**src/rtl/ball_ctrl.sv**
```systemverilog
// Ball motion and pixel generation feeding the frame renderer.
// Ports: clk, reset (async, active-low), scan x/y, clk_1ms tick source,
// game_state, paddle tops in; ball_on, rgb_ball, point_p1/point_p2 out.
module ball_ctrl #(
    parameter int          H_ACTIVE       = 640,
    parameter int          V_ACTIVE       = 480,
    parameter int          BALL_SIZE      = 8,
    parameter int          PADDLE1_X      = 32,
    parameter int          PADDLE2_X      = 600,
    parameter int          PADDLE_W       = 8,
    parameter int          PADDLE_H       = 64,
    parameter int          SPEED          = 2,
    parameter int          TICKS_PER_STEP = 5,
    parameter int          SERVE_STEPS    = 50,
    parameter logic [23:0] BALL_COLOR     = 24'hFFFFFF
) (
    input  logic        clk,
    input  logic        reset,
    input  logic [9:0]  x,
    input  logic [9:0]  y,
    input  logic        clk_1ms,
    input  logic [1:0]  game_state,
    input  logic [9:0]  paddle1_y,
    input  logic [9:0]  paddle2_y,
    output logic        ball_on,
    output logic [23:0] rgb_ball,
    output logic        point_p1,
    output logic        point_p2
);

    localparam int TK_W = $clog2(TICKS_PER_STEP + 1);
    localparam int SC_W = $clog2(SERVE_STEPS + 1);

    localparam logic [9:0]  C_X0  = 10'(H_ACTIVE / 2 - BALL_SIZE / 2);
    localparam logic [9:0]  C_Y0  = 10'(V_ACTIVE / 2 - BALL_SIZE / 2);
    localparam logic [9:0]  C_SP  = 10'(SPEED);
    localparam logic [9:0]  C_LF  = 10'(PADDLE1_X + PADDLE_W);
    localparam logic [9:0]  C_RX  = 10'(PADDLE2_X - BALL_SIZE);
    localparam logic [9:0]  C_BY  = 10'(V_ACTIVE - BALL_SIZE);
    localparam logic [10:0] W_BS  = 11'(BALL_SIZE);
    localparam logic [10:0] W_SP  = 11'(SPEED);
    localparam logic [10:0] W_LF  = 11'(PADDLE1_X + PADDLE_W);
    localparam logic [10:0] W_P2  = 11'(PADDLE2_X);
    localparam logic [10:0] W_PH  = 11'(PADDLE_H);
    localparam logic [10:0] W_H   = 11'(H_ACTIVE);
    localparam logic [10:0] W_V   = 11'(V_ACTIVE);

    typedef enum logic [1:0] {
        S_IDLE,
        S_SERVE,
        S_MOVE
    } state_t;

    state_t          r_state;
    logic [9:0]      r_ball_x;
    logic [9:0]      r_ball_y;
    logic            r_dx;      // 1 = right
    logic            r_dy;      // 1 = down
    logic [SC_W-1:0] r_serve_cnt;
    logic [TK_W-1:0] r_tick_cnt;
    logic            r_sync1;
    logic            r_sync2;
    logic            r_prev;
    logic            r_point_p1;
    logic            r_point_p2;

    logic            w_play;
    logic            w_edge;
    logic            w_step;
    logic [10:0]     w_bx;
    logic [10:0]     w_by;
    logic [10:0]     w_sx;
    logic [10:0]     w_sy;
    logic            w_ov1;
    logic            w_ov2;
    logic            w_hit_l;
    logic            w_hit_r;
    logic            w_miss_l;
    logic            w_miss_r;
    logic            w_top;
    logic            w_bot;
    logic [9:0]      w_nx;
    logic [9:0]      w_ny;
    logic            w_ndx;
    logic            w_ndy;

    assign w_play = (game_state == 2'b01);
    assign w_bx   = {1'b0, r_ball_x};
    assign w_by   = {1'b0, r_ball_y};
    assign w_sx   = {1'b0, x};
    assign w_sy   = {1'b0, y};

    assign ball_on  = (w_sx >= w_bx) && (w_sx < w_bx + W_BS) &&
                      (w_sy >= w_by) && (w_sy < w_by + W_BS);
    assign rgb_ball = BALL_COLOR;
    assign point_p1 = r_point_p1;
    assign point_p2 = r_point_p2;

    // Tick synchroniser and step divider
    assign w_edge = r_sync2 & ~r_prev;
    assign w_step = w_edge && (r_state != S_IDLE) &&
                    (r_tick_cnt == TK_W'(TICKS_PER_STEP - 1));

    always_ff @(posedge clk or negedge reset) begin
        if (!reset) begin
            r_sync1    <= 1'b0;
            r_sync2    <= 1'b0;
            r_prev     <= 1'b0;
            r_tick_cnt <= '0;
        end else begin
            r_sync1 <= clk_1ms;
            r_sync2 <= r_sync1;
            r_prev  <= r_sync2;
            if (r_state == S_IDLE) begin
                r_tick_cnt <= '0;
            end else if (w_edge) begin
                if (r_tick_cnt == TK_W'(TICKS_PER_STEP - 1))
                    r_tick_cnt <= '0;
                else
                    r_tick_cnt <= r_tick_cnt + 1'b1;
            end
        end
    end

    // Bounce / miss detection on the current position
    assign w_ov1 = (w_by + W_BS > {1'b0, paddle1_y}) &&
                   (w_by < {1'b0, paddle1_y} + W_PH);
    assign w_ov2 = (w_by + W_BS > {1'b0, paddle2_y}) &&
                   (w_by < {1'b0, paddle2_y} + W_PH);

    assign w_hit_l  = !r_dx && (w_bx > W_LF) &&
                      (w_bx <= W_LF + W_SP) && w_ov1;
    assign w_hit_r  = r_dx && (w_bx + W_BS < W_P2) &&
                      (w_bx + W_BS + W_SP >= W_P2) && w_ov2;
    assign w_miss_l = !r_dx && !w_hit_l && (w_bx < W_SP);
    assign w_miss_r = r_dx && !w_hit_r && (w_bx + W_BS + W_SP > W_H);
    assign w_top    = !r_dy && (w_by < W_SP);
    assign w_bot    = r_dy && (w_by + W_BS + W_SP > W_V);

    always_comb begin
        w_nx  = r_ball_x;
        w_ndx = r_dx;
        w_ny  = r_ball_y;
        w_ndy = r_dy;
        if (w_hit_l) begin
            w_nx  = C_LF;
            w_ndx = 1'b1;
        end else if (w_hit_r) begin
            w_nx  = C_RX;
            w_ndx = 1'b0;
        end else if (r_dx) begin
            w_nx = r_ball_x + C_SP;
        end else begin
            w_nx = r_ball_x - C_SP;
        end
        if (w_top) begin
            w_ny  = '0;
            w_ndy = 1'b1;
        end else if (w_bot) begin
            w_ny  = C_BY;
            w_ndy = 1'b0;
        end else if (r_dy) begin
            w_ny = r_ball_y + C_SP;
        end else begin
            w_ny = r_ball_y - C_SP;
        end
    end

    always_ff @(posedge clk or negedge reset) begin
        if (!reset) begin
            r_state     <= S_IDLE;
            r_ball_x    <= C_X0;
            r_ball_y    <= C_Y0;
            r_dx        <= 1'b1;
            r_dy        <= 1'b1;
            r_serve_cnt <= '0;
            r_point_p1  <= 1'b0;
            r_point_p2  <= 1'b0;
        end else begin
            r_point_p1 <= 1'b0;
            r_point_p2 <= 1'b0;
            case (r_state)
                S_IDLE: begin
                    r_ball_x    <= C_X0;
                    r_ball_y    <= C_Y0;
                    r_serve_cnt <= '0;
                    if (w_play)
                        r_state <= S_SERVE;
                end
                S_SERVE: begin
                    if (!w_play) begin
                        r_state <= S_IDLE;
                    end else if (w_step) begin
                        if (r_serve_cnt == SC_W'(SERVE_STEPS - 1)) begin
                            r_serve_cnt <= '0;
                            r_state     <= S_MOVE;
                        end else begin
                            r_serve_cnt <= r_serve_cnt + 1'b1;
                        end
                    end
                end
                S_MOVE: begin
                    if (!w_play) begin
                        r_state  <= S_IDLE;
                        r_ball_x <= C_X0;
                        r_ball_y <= C_Y0;
                    end else if (w_step) begin
                        r_dy <= w_ndy;
                        // A miss recentres and serves toward the conceding side
                        if (w_miss_l || w_miss_r) begin
                            r_point_p2  <= w_miss_l;
                            r_point_p1  <= w_miss_r;
                            r_ball_x    <= C_X0;
                            r_ball_y    <= C_Y0;
                            r_dx        <= w_miss_r;
                            r_serve_cnt <= '0;
                            r_state     <= S_SERVE;
                        end else begin
                            r_ball_x <= w_nx;
                            r_ball_y <= w_ny;
                            r_dx     <= w_ndx;
                        end
                    end
                end
                default: r_state <= S_IDLE;
            endcase
        end
    end

endmodule

```
**config.mk**
```make
export PLATFORM = sky130hd
export DESIGN_NAME = ball_ctrl
export DESIGN_NICKNAME = d
export VERILOG_FILES = /design/src/rtl/ball_ctrl.sv
export SDC_FILE = /design/constraint.sdc
export NUM_CORES = 1
export LEC_CHECK = 0
export ABC_CLOCK_PERIOD_IN_PS = 8300
export CORE_ASPECT_RATIO = 0.7
export CORE_MARGIN = 3
export CORE_UTILIZATION = 32
export DETAILED_ROUTE_END_ITERATION = 16
export SETUP_SLACK_MARGIN = 0.05
export SLEW_MARGIN = 10
export SYNTH_ARGS = -nofsm -noshare
export SYNTH_HDL_FRONTEND = slang
export SYNTH_SLANG_ARGS = --single-unit
```
**constraint.sdc**
```tcl
create_clock -name clk -period 8.3 [get_ports clk]
set_input_delay 2.075 -clock clk [delete_from_list [all_inputs] [get_ports clk]]
set_output_delay 2.075 -clock clk [all_outputs]
set_load 0.01 [all_outputs]
```
==> results.yml <==
outcome:
  status: "completed"
timing:
  clock_skew_ns: 0.00803
  fin_crit_ns: 6.98
  setup_viol: 0
  setup_ws_ns: 1.32
  hold_violations: 0
  max-slew-margin-rel: 0.230
  drv_slew: 0
  max_freq_mhz: 143
  setup_tns_ns: 0
  fin_crit_sh: 0.841
  rsz0062_at_grt: "no"
  worst_pin_slew_ns: 1.15
detailed_routing:
  drt-vias-per-instance: 5.44
  ant_nets: 0
  drc: 0
  via_count: 4479
  drt_iter0_drc: 245
  drt-pass1-iter-count: 5
  drt_wl_total_mm: 13.2
  wl_per_cell_um: 16.0
layout:
  instances_no_fill: 824
  drive_gt1_frac: 0.0678
  antennaDiodeCount: 0
  regArea_sq_um: 916
  final_util: 0.384
  final_net_count: 761
  multi_input_area_sq_mm: 0.00346
  fillers: 1455
  syn2layout_area_growth_pct: 14.7
clock_tree:
  cts_resized: 0
  path_clk_slew_ns: 0.06
  cts_buffers: 5
  cts_setup_buffers: 0
  htree_levels: 2
  cts_tree: "built"
  clkLatencyLatePin_ns: 0.28
  clockRootBuffer: "clkbuf_16"
  cts_hold_buf: 0
  cts_max_path_buffers: 2
  clock_sinks: 36
synth:
  synth-seq-area-share: 0.192
  synth_top_area_frac: 0.218
  yosysWarnings: 0
  synth_area_leader_cell: "ha_1"
  synthCells: 598
  synth_edf_count: 0
  synth_seq_cells: 36
  synthFlopType: "dfrtp_1"
  yosys.cell_types.count: 72
  avgSynthCellArea_sq_um: 7.96
  synthTopCellsByArea: "ha_1 (22%), dfrtp_1 (13%), dfstp_2 (6.6%)"
  postSynth.asyncResetShare: 1.00
  syn-cell-area_sq_mm: 0.00476
placed_design:
  dp_slack_ns: 1.31
  hpwlAfterDp_mm: 10.5
  io_buffers: 45
  placedCellCount: 816
  gp_congestion: 0.913
grt:
  grt_pass1_wl_mm: 21.7
  grt_pass1_vias: 4323
  grt_max_degree: 37
  antenna_found_initial: 0
  grt-ovfl-total: 0
  track_usage: 0.157
floorplan:
  dieHeight_um: 108
  initial_utilization: 0.335
  core_sq_mm: 0.0142
  rows: 36
  io_pins: 72
  die_w_um: 152
  dieArea_sq_mm: 0.0164
setup_path:
  slowest_stage: "clkdlybuf4s50_1"
  crit_path_cell_trace: "clkdlybuf4s50_1, ha_1, o21ai_0, a21oi_1, o21a_1, o21a_1, o21ai_0, a21oi_1, nor3_1, o22ai_1, nor2_1, clkdlybuf4s50_1"
  cp.required_ns: 6.23
  critical-path-max-stage-delay_ns: 0.56
  cp-end-kind: "output port"
  crit_type: "primary input to output port"
  critPathLaunchType: "primary input"
  critPathMaxFanout: 2
  worstPathArrival_ns: 4.91
power:
  peakVddDrop_v: 0.0000873
  powerDensity_mw_per_mm2: 88.2
  p_leak_nw: 2.46
min_path:
  hold_class: "flop to flop"
flow_run:
  cap_violations: 0
## cells in the final DEF, fill, tap and decap left out, drive strengths merged, types with 7 or more instances in the layout
cell,instances
a21oi,43
nand3,23
or3,8
o21a,11
o22ai,8
o211ai,9
ha,83
clkdlybuf4s50,44
a21o,10
nand2,31
nor2,46
dfstp,12
nand4,14
a31oi,12
nor3,15
nor2b,10
xnor2,14
conb,24
nand2b,7
dfrtp,24
o21ai,34
inv,60
## cell usage after synthesis (10+ instances only)
cell type,instances
nand3_1,23
dfrtp_1,24
buf_4,25
o21ai_0,26
nand4_1,14
o21a_1,11
nor2b_1,10
a31oi_1,12
dfstp_2,12
nand2_1,31
inv_1,58
nor2_1,46
clkbuf_1,12
ha_1,83
nor3_1,15
xnor2_1,13
a21oi_1,42
a21o_1,10
## worst max-delay path, delay by kind of cell
kind	cells	cell delay [ns]
AO/OA/AOI/OAI	7	1.17
buffers and inverters	2	0.99
AND/OR/NAND/NOR	2	0.39
adder cells (fa/ha/maj)	1	0.29
## final cells by class
type / instances / share of cell area
Tap cell: 190 / 0.0435
Clock buffer: 5 / 0.0229
Clock inverter: 3 / 0.00779
Timing Repair Buffer: 46 / 0.0829
Multi-Input combinational cell: 484 / 0.634
Sequential cell: 36 / 0.168
Inverter: 60 / 0.0412
## final timing paths
kind | slack [ns] | cells after the start | to | start
hold reg to reg | 0.35 | 0 | r_sync2$_DFF_PN0_ | r_sync1$_DFF_PN0_
setup / recovery | 1.32 | 12 | ball_on | y[1]
max in group asynchronous | 5.91 | 1 | r_ball_y[1]$_DFFE_PN0P_ | reset
hold / removal | 0.35 | 0 | r_sync2$_DFF_PN0_ | r_sync1$_DFF_PN0_
setup reg to reg | 3.77 | 11 | r_ball_x[4]$_DFFE_PN1P_ | r_ball_y[3]$_DFFE_PN1P_
min in group asynchronous | 1.88 | 1 | r_serve_cnt[1]$_DFFE_PN0P_ | reset
## report_power, final
part           leakage [nW]  total (mW)  switching, mW  internal (mW)
clock network        0.0798       0.215         0.0737          0.141
logic                  1.93      0.0862         0.0450         0.0412
registers             0.451       0.181        0.00259          0.178
## registers in the layout (all words and copies together), names as in the netlist, 2 cells and up
name	count
r_tick_cnt	3
r_serve_cnt	6
r_ball_y	9
r_ball_x	9
r_state	2
## stage by stage
step	instance area [sq um]	power [mW]	hold WS [ns]
floorplan	4850	0.239	0.331
global placement	5290	0.267	0.336
detailed placement	5290	0.270	0.337
CTS	5460	0.485	0.351
global route	5460	0.506	0.381
finish	5460	0.482	0.349
## logic make-up after synthesis
| logic type | count (synthesis) | share of synthesized area |
|---|---|---|
| and+or+nand+nor | 178 | 0.189 |
| AOI/OAI and AO/OA | 175 | 0.251 |
| buffers and inverters | 101 | 0.0998 |
| adders and majority gates | 83 | 0.218 |
| DFF | 36 | 0.192 |
| xor gates and xnor gates | 19 | 0.0381 |
| muxes | 5 | 0.0110 |
| other | 1 | 0.000787 |
## routing by layer
metal,global-route usage,vias up,wire [um]
met1,0.235,2155,7010
met4,0.0128,0,35
li1,-,2212,-
met5,0,-,0
met2,0.245,108,5470
met3,0.0268,4,700
No activity file was read; power rests on OpenSTA's default activity.
